`src/rtl/ps2_key_event_queue.sv`:
```
// PS/2 scan-code sequencer: folds E0/F0 prefixes into 10-bit key events
// and buffers them in a first-word-fall-through FIFO drained by a pop strobe.
module ps2_key_event_queue #(
    parameter int unsigned DEPTH   = 8,
    parameter int unsigned TIMEOUT = 100000
) (
    input  logic                     inclock,
    input  logic                     reset,
    input  logic [7:0]               ps2_key_data,
    input  logic                     ps2_received_data,
    input  logic                     rd_pop,
    input  logic                     clr_overflow,
    output logic                     event_valid,
    output logic [9:0]               event_data,
    output logic [$clog2(DEPTH):0]   event_count,
    output logic                     overflow
);

    localparam int unsigned PtrW = $clog2(DEPTH);
    localparam int unsigned TmoW = $clog2(TIMEOUT);

    localparam logic [TmoW-1:0] TmoLast = TmoW'(TIMEOUT - 1);
    localparam logic [PtrW:0]   CntFull = (PtrW + 1)'(DEPTH);

    localparam logic [1:0] StIdle   = 2'd0;
    localparam logic [1:0] StExt    = 2'd1;
    localparam logic [1:0] StBrk    = 2'd2;
    localparam logic [1:0] StExtBrk = 2'd3;

    localparam logic [7:0] ByteExt = 8'hE0;
    localparam logic [7:0] ByteBrk = 8'hF0;

    logic [1:0]      dec_q, dec_d;
    logic [TmoW-1:0] tmo_q, tmo_d;
    logic            emit;
    logic [9:0]      emit_data;
    logic            is_filler;

    logic [9:0]      mem_q [DEPTH];
    logic [PtrW-1:0] wptr_q, rptr_q;
    logic [PtrW:0]   count_q;
    logic            ovf_q;
    logic            full, pop_ok, push_ok, ovf_set;

    // Bytes that carry no key information outside a prefix sequence.
    assign is_filler = ps2_key_data inside {8'h00, 8'hAA, 8'hEE, 8'hFA, 8'hFE, 8'hFF};

    always_comb begin
        dec_d     = dec_q;
        tmo_d     = tmo_q;
        emit      = 1'b0;
        emit_data = '0;
        if (ps2_received_data) begin
            tmo_d = '0;
            case (dec_q)
                StIdle: begin
                    if (ps2_key_data == ByteExt) begin
                        dec_d = StExt;
                    end else if (ps2_key_data == ByteBrk) begin
                        dec_d = StBrk;
                    end else if (!is_filler) begin
                        emit      = 1'b1;
                        emit_data = {2'b00, ps2_key_data};
                    end
                end
                StExt: begin
                    if (ps2_key_data == ByteBrk) begin
                        dec_d = StExtBrk;
                    end else if (ps2_key_data != ByteExt) begin
                        emit      = 1'b1;
                        emit_data = {2'b01, ps2_key_data};
                        dec_d     = StIdle;
                    end
                end
                StBrk: begin
                    if (ps2_key_data == ByteExt) begin
                        dec_d = StExtBrk;
                    end else if (ps2_key_data != ByteBrk) begin
                        emit      = 1'b1;
                        emit_data = {2'b10, ps2_key_data};
                        dec_d     = StIdle;
                    end
                end
                default: begin
                    if (ps2_key_data != ByteExt && ps2_key_data != ByteBrk) begin
                        emit      = 1'b1;
                        emit_data = {2'b11, ps2_key_data};
                        dec_d     = StIdle;
                    end
                end
            endcase
        end else if (dec_q != StIdle) begin
            // An abandoned prefix silently returns to idle.
            if (tmo_q == TmoLast) begin
                dec_d = StIdle;
                tmo_d = '0;
            end else begin
                tmo_d = tmo_q + 1'b1;
            end
        end
    end

    assign full    = (count_q == CntFull);
    assign pop_ok  = rd_pop && (count_q != '0);
    assign push_ok = emit && (!full || pop_ok);
    assign ovf_set = emit && full && !pop_ok;

    always_ff @(posedge inclock) begin
        if (reset) begin
            dec_q   <= StIdle;
            tmo_q   <= '0;
            wptr_q  <= '0;
            rptr_q  <= '0;
            count_q <= '0;
            ovf_q   <= 1'b0;
        end else begin
            dec_q <= dec_d;
            tmo_q <= tmo_d;
            if (push_ok) begin
                wptr_q <= wptr_q + 1'b1;
            end
            if (pop_ok) begin
                rptr_q <= rptr_q + 1'b1;
            end
            if (push_ok && !pop_ok) begin
                count_q <= count_q + 1'b1;
            end else if (pop_ok && !push_ok) begin
                count_q <= count_q - 1'b1;
            end
            if (ovf_set) begin
                ovf_q <= 1'b1;
            end else if (clr_overflow) begin
                ovf_q <= 1'b0;
            end
        end
    end

    always_ff @(posedge inclock) begin
        if (push_ok) begin
            mem_q[wptr_q] <= emit_data;
        end
    end

    assign event_valid = (count_q != '0);
    assign event_data  = event_valid ? mem_q[rptr_q] : 10'h000;
    assign event_count = count_q;
    assign overflow    = ovf_q;

endmodule

```
`config.mk`:
```
export PLATFORM = sky130hd
export DESIGN_NAME = ps2_key_event_queue
export DESIGN_NICKNAME = d
export VERILOG_FILES = /design/src/rtl/ps2_key_event_queue.sv
export SDC_FILE = /design/constraint.sdc
export NUM_CORES = 1
export LEC_CHECK = 0
export CAP_MARGIN = 20
export CORE_MARGIN = 5
export CORE_UTILIZATION = 25
export DETAILED_ROUTE_END_ITERATION = 8
export GPL_TIMING_DRIVEN = 0
export PLACE_DENSITY = 0.36
export RECOVER_POWER = 100
export SLEW_MARGIN = 20
export SYNTH_ARGS = -nofsm -noshare
export SYNTH_HDL_FRONTEND = slang
export SYNTH_SLANG_ARGS = --single-unit
```
`constraint.sdc`:
```
create_clock -name inclock -period 7.3 [get_ports inclock]
set_input_delay 1.095 -clock inclock [delete_from_list [all_inputs] [get_ports inclock]]
set_output_delay 1.095 -clock inclock [all_outputs]
set_load 0.02 [all_outputs]
```
After elaboration in Yosys (flattened, before gate mapping) --
Memory sizes are Yosys's and may differ from the RTL's. A register that Yosys moved wholly into a read port is not among the register bits. Index checks and enable logic that the tools add are counted.
Cells by class: add/sub/neg operators 5, $mul 0, divide/modulo/power cells 0, $lt $le $gt $ge 0, equality and inequality tests 17, shift-type cells 0, muxes and demuxes 41, bitwise operators 0, reduce and logical (&&, ||, !) cells 22
Operators with widths (number):
- $eq 8x8->1 const B | 7
- $mux 10 | 5
- $pmux 10 s3 | 1
- $mux 8 | 3
- $mux 2 | 10
- $mux 9 | 2
- $add 17x1->17 const B | 1
- $eq 17x17->1 const B | 1
- $mux 17 | 1
- $ne 8x8->1 const B | 2
- $mux 1 | 13
- $ne 4x4->1 const B | 3
- $reduce_bool 2->1 | 5
- $logic_not 8->1 | 1
- $mux 4 | 2
- $logic_and 1x1->1 | 7
- $add 3x1->3 const B | 2
- $mux 3 | 2
- $pmux 2 s3 | 1
- $reduce_and 6->1 | 1
- $reduce_bool 6->1 | 1
- $ne 5x1->1 const B | 1
- $add 4x1->4 const B | 1
- $eq 4x4->1 const B | 1
- 9 further kinds | 11
Word-level totals: register bits 30, bits in latches 0, memory bits (writable) 80, bits in read-only memories 0, input bits 13, output and inout bits 16, logic and storage cells 92, memories 1
Memories:
- mem_q | depth 8, width 10, rd ports 1, clocked after memory_dff 1, wr ports 1, RTL line 39 | logic [9:0] mem_q [DEPTH];

Longest topological paths before layout --
depth in word-level cells 12, mapped depth 16, gate-level depth less buffers 15

Least setup slack after synthesis --
OpenSTA, ideal clock, no wires.
path type input-to-reg, from input ps2_key_data[2], to register count_q[3], in the netlist event_count[3], setup time 0.071 ns, arrival time 3.536 ns, data required time 7.229 ns, setup slack 3.694 ns, stages on the path 14, buffers on the path 1, cells stage by stage or4_1 -> o211ai_2 -> nor2_1 -> a21oi_2 -> buf_6 -> inv_1 -> ha_1 -> inv_1 -> ha_1 -> a21o_1 -> a21oi_1 -> xnor2_1 -> or3_1 -> a21oi_1
On the way: word-level cells in the longest chain between the ends 11, elaborated cells between the ends (all ways) 28, those cells by class eq/ne: 9; mux: 11; reduce/logical: 8
Ends and longest elaborated chain:
- start: declaration | RTL line 9 | input logic [7:0] ps2_key_data,
- $eq 8x8->1 or $logic_not 8->1 (tied branches) | RTL line 46 | assign is_filler = ps2_key_data inside {8'h00, 8'hAA, 8'hEE, 8'hFA, 8'hFE, 8'hFF};
- $reduce_bool 6->1 | RTL line 46
- $mux 1 | RTL line 61 | end else if (!is_filler) begin
- $mux 1 | RTL line 59 | end else if (ps2_key_data == ByteBrk) begin
- $mux 1 | RTL line 57 | if (ps2_key_data == ByteExt) begin
- $pmux 1 s3 * | RTL line 55 | case (dec_q)
- $mux 1 * | RTL line 53 | if (ps2_received_data) begin
- $logic_and 1x1->1 * | RTL line 105 | assign push_ok = emit && (!full || pop_ok);
- via push_ok | RTL line 43 | logic full, pop_ok, push_ok, ovf_set;
- $logic_not 1->1 | RTL line 127 | end else if (pop_ok && !push_ok) begin
- $logic_and 1x1->1 | RTL line 127
- $reduce_bool 2->1 (no line)
- end signal: assignment | RTL line 126 | count_q <= count_q + 1'b1;
- end signal: assignment | RTL line 128 | count_q <= count_q - 1'b1;
- end: declaration | RTL line 41 | logic [PtrW:0] count_q;
The timed path passes the listed nets; every way through them passes the cells marked *. A chain may end at the register's enable or synchronous reset.

Worst setup path after layout --
from input ps2_received_data, to memory mem_q[5][4] (enable)
On the way: word-level cells in the longest chain between the ends 4
Ends and longest elaborated chain:
- start: declaration | RTL line 10 | input logic ps2_received_data,
- $mux 1 | RTL line 53
- $logic_and 1x1->1 | RTL line 105
- $mux 1 | RTL line 139 | if (push_ok) begin
- $mux 1 (not written as such) | RTL line 140 | mem_q[wptr_q] <= emit_data;
- end: declaration | RTL line 39
No other way between the ends.

==> impl_metrics.json <==
{
  "worstRegToRegCells": 8,
  "grt_util_met1": 0.1533,
  "grt_pass1_vias": 3071,
  "synth_compound_area_frac": 0.03427,
  "tightest_slew_ps": 1600,
  "slowest_delay_ps": 1340,
  "antenna_found_initial": 0,
  "fmax_mhz": 224.8,
  "crit_top_cell": "clkbuf_1",
  "io_pins": 29,
  "ctsHoldBuffers": 0,
  "crit_path_start_kind": "input port",
  "syn_nets": 376,
  "htree_num_levels": 4,
  "path_delay_family": "simple AND/OR/NAND/NOR gates",
  "remaining_drc_errors": 0,
  "ant_nets": 0,
  "clk_pin_slew_worst_paths_ps": 50,
  "crit_type": "input port to flop",
  "hold_path_class": "flop to flop",
  "slew_viol_final": 8,
  "first_iter_violations": 173,
  "cp_slowest_cell": "nor4bb_1",
  "dieArea_mm2": 0.02278,
  "mostFrequentLayoutCells": "edfxtp_1, nor2_1, dfxtp_1",
  "die_y_um": 150.9,
  "path_buf_inv": 3,
  "fin_setup_tns_ps": 0,
  "grt_use_met2": 0.1576,
  "ys_async_sr_fraction": 0,
  "syn-cell-area_mm2": 0.004965,
  "finalSetupViolations": 0,
  "hold_viol": 0,
  "yosysSeqAreaShare": 0.6169,
  "final_common_cell": "edfxtp_1",
  "yosys.area.top_type_share": 0.4839,
  "synth.avg_cell_area_um2": 14.10,
  "wl_um": 11300,
  "overflow": 0,
  "synth_mux_area_frac": 0.1275,
  "nFillCells": 2005,
  "cts_root_buffer": "clkbuf_16",
  "ys.flop_type": "edfxtp_1",
  "synth_top_family_by_area": "simple AND/OR/NAND/NOR gates",
  "grt_pass1_wl_um": 18000,
  "path_max_fanout": 10,
  "synth_area_leader_cell": "edfxtp_1",
  "outcome": "complete, but fails checks",
  "portBuffers": 27,
  "max_cap_violations": 2,
  "leakagePower_nw": 2.032,
  "hold_depth": 1,
  "clock_skew_ps": 7.108,
  "cts_tree": "done",
  "cts_setup_buffers": 0,
  "maxSlewHeadroom": -0.08107,
  "ys_ff_latch": 113,
  "drtPass1Iterations": 4,
  "initial_core_util": 0.2543,
  "wl_per_cell_um": 16.42,
  "antenna_cells": 0,
  "gp_congestion": 0.7400,
  "ys_warn_count": 0,
  "synth_xor_area_frac": 0.03705,
  "cp.required_ps": 7350,
  "synth_cell_type_count": 51,
  "syn_to_final_growth_pct": 23.31,
  "finalWorstPathRequiredPeriod_ps": 4449,
  "use_met3": 0.03112,
  "grt_start_max_net_pins": 17,
  "synth-simple-area-share": 0.1326,
  "postCtsResizedCells": 0,
  "drt-vias-per-instance": 4.365,
  "clkLatencyLatePin_ps": 410,
  "busiest_layer": "met2",
  "synth_edf_count": 80,
  "coreArea_mm2": 0.01953,
  "synth_fa_ha_area_frac": 0.02923,
  "violations": "max-capacitance violations, max-slew violations",
  "min_period_over_period": 0.6095,
  "numCtsBuffers": 17,
  "hpwlAfterDp_um": 8191,
  "rsz0062_at_grt": "false",
  "syn_inst": 352,
  "nNetsFinal": 434,
  "dr_total_vias": 3003,
  "netlist_top_cells_area": "edfxtp_1, dfxtp_1, mux4_2",
  "clkSinkCount": 113,
  "path_cells": "dlygate4sd3_1, nor2b_1, nand2_1, nor3b_1, a21oi_1, clkbuf_1, nor4bb_1, clkbuf_1",
  "clk_path_buf_depth": 2,
  "path_depth": 8,
  "num_rows": 51,
  "pwr_density_cell_mw_per_mm2": 322.5,
  "design_power_total_w": 0.001975,
  "vdd_drop_max_uv": 146.1,
  "grt_util_all_layers": 0.1083,
  "endpoint_kind": "flop",
  "drive_gt1_frac": 0.1277,
  "die_width_um": 150.9,
  "cp.arrival_ps": 4500
}
-- registers in the layout (all words and copies together) (netlist names), named ones only --
register,flops
rptr_q,3
dec_q,2
event_count,4
overflow,1
mem_q,80
tmo_q,17
wptr_q,3
-- cells by family (layout without fill, tap and decap cells) --
| group | after synthesis | count (layout) |
|---|---|---|
| adder cells (fa/ha/maj) | 11 | 11 |
| multiplexers | 38 | 38 |
| XOR/XNOR | 21 | 21 |
| buffers and inverters | 24 | 95 |
| AND/OR/NAND/NOR | 119 | 119 |
| AO/OA/AOI/OAI | 26 | 26 |
| flip-flops | 113 | 113 |
-- final cells by class --
cell class | count | area, um^2 | area share
well taps | 265 | 331.6 | 0.05416
inverters | 10 | 37.54 | 0.006131
multi-input cells | 215 | 1775 | 0.2900
clock buffers | 17 | 425.4 | 0.06949
clock inverters | 15 | 118.9 | 0.01942
flip-flops and latches | 113 | 3063 | 0.5003
plain buffers | 14 | 55.05 | 0.008992
repair buffers | 39 | 315.3 | 0.05150
-- where the power goes --
group / total (W) / internal (W) / switching, W
combinational: 0.000473 / 0.000215 / 0.000258
clock: 0.000755 / 0.000463 / 0.000292
sequential: 0.000747 / 0.000727 / 0.0000197
total: 0.00197 / 0.00141 / 0.000570
-- synthesized netlist by cell type (6+ instances only) --
library cell and count:
mux2i_1 16, ha_1 10, edfxtp_1 80, inv_1 10, nand3_1 8, nor2_1 44, xnor2_1 9, clkbuf_1 7
mux4_2 20, a21oi_1 8, nand2_1 12, dfxtp_1 33, xor2_1 12, nor3b_1 6
-- per-stage QoR --
stage / std cells / util / setup WS [ps] / cell area [um^2] / hold WS [ps]
after floorplan: 352 / - / 3694 / 4965 / 454.1
after global placement: 644 / 0.2851 / 1715 / 5567 / 466.1
after detailed placement: 656 / 0.2930 / 2874 / 5720 / 463.1
after CTS: 688 / 0.3208 / 3304 / 6265 / 480.7
after global routing: 688 / 0.3135 / 2551 / 6122 / 498.8
final: 688 / 0.3135 / 2851 / 6122 / 468.5
-- path summary, 6_finish.rpt --
check,endpoint,slack [ps],start
worst max-delay path,mem_q[5][4],2850,ps2_received_data
worst min-delay path,overflow,470,overflow
worst max register to register,mem_q[5][4],3670,dec_q[1]
worst min register to register,overflow,470,overflow
-- layer usage --
layer	part of all wire	vias up	wire length [um]
li1	-	1452	-
met1	0.51	1479	5705
met2	0.44	55	4975
met3	0.038	17	427
met4	0.017	0	189
met5	0	-	0
(Power assumes the default switching activity.)
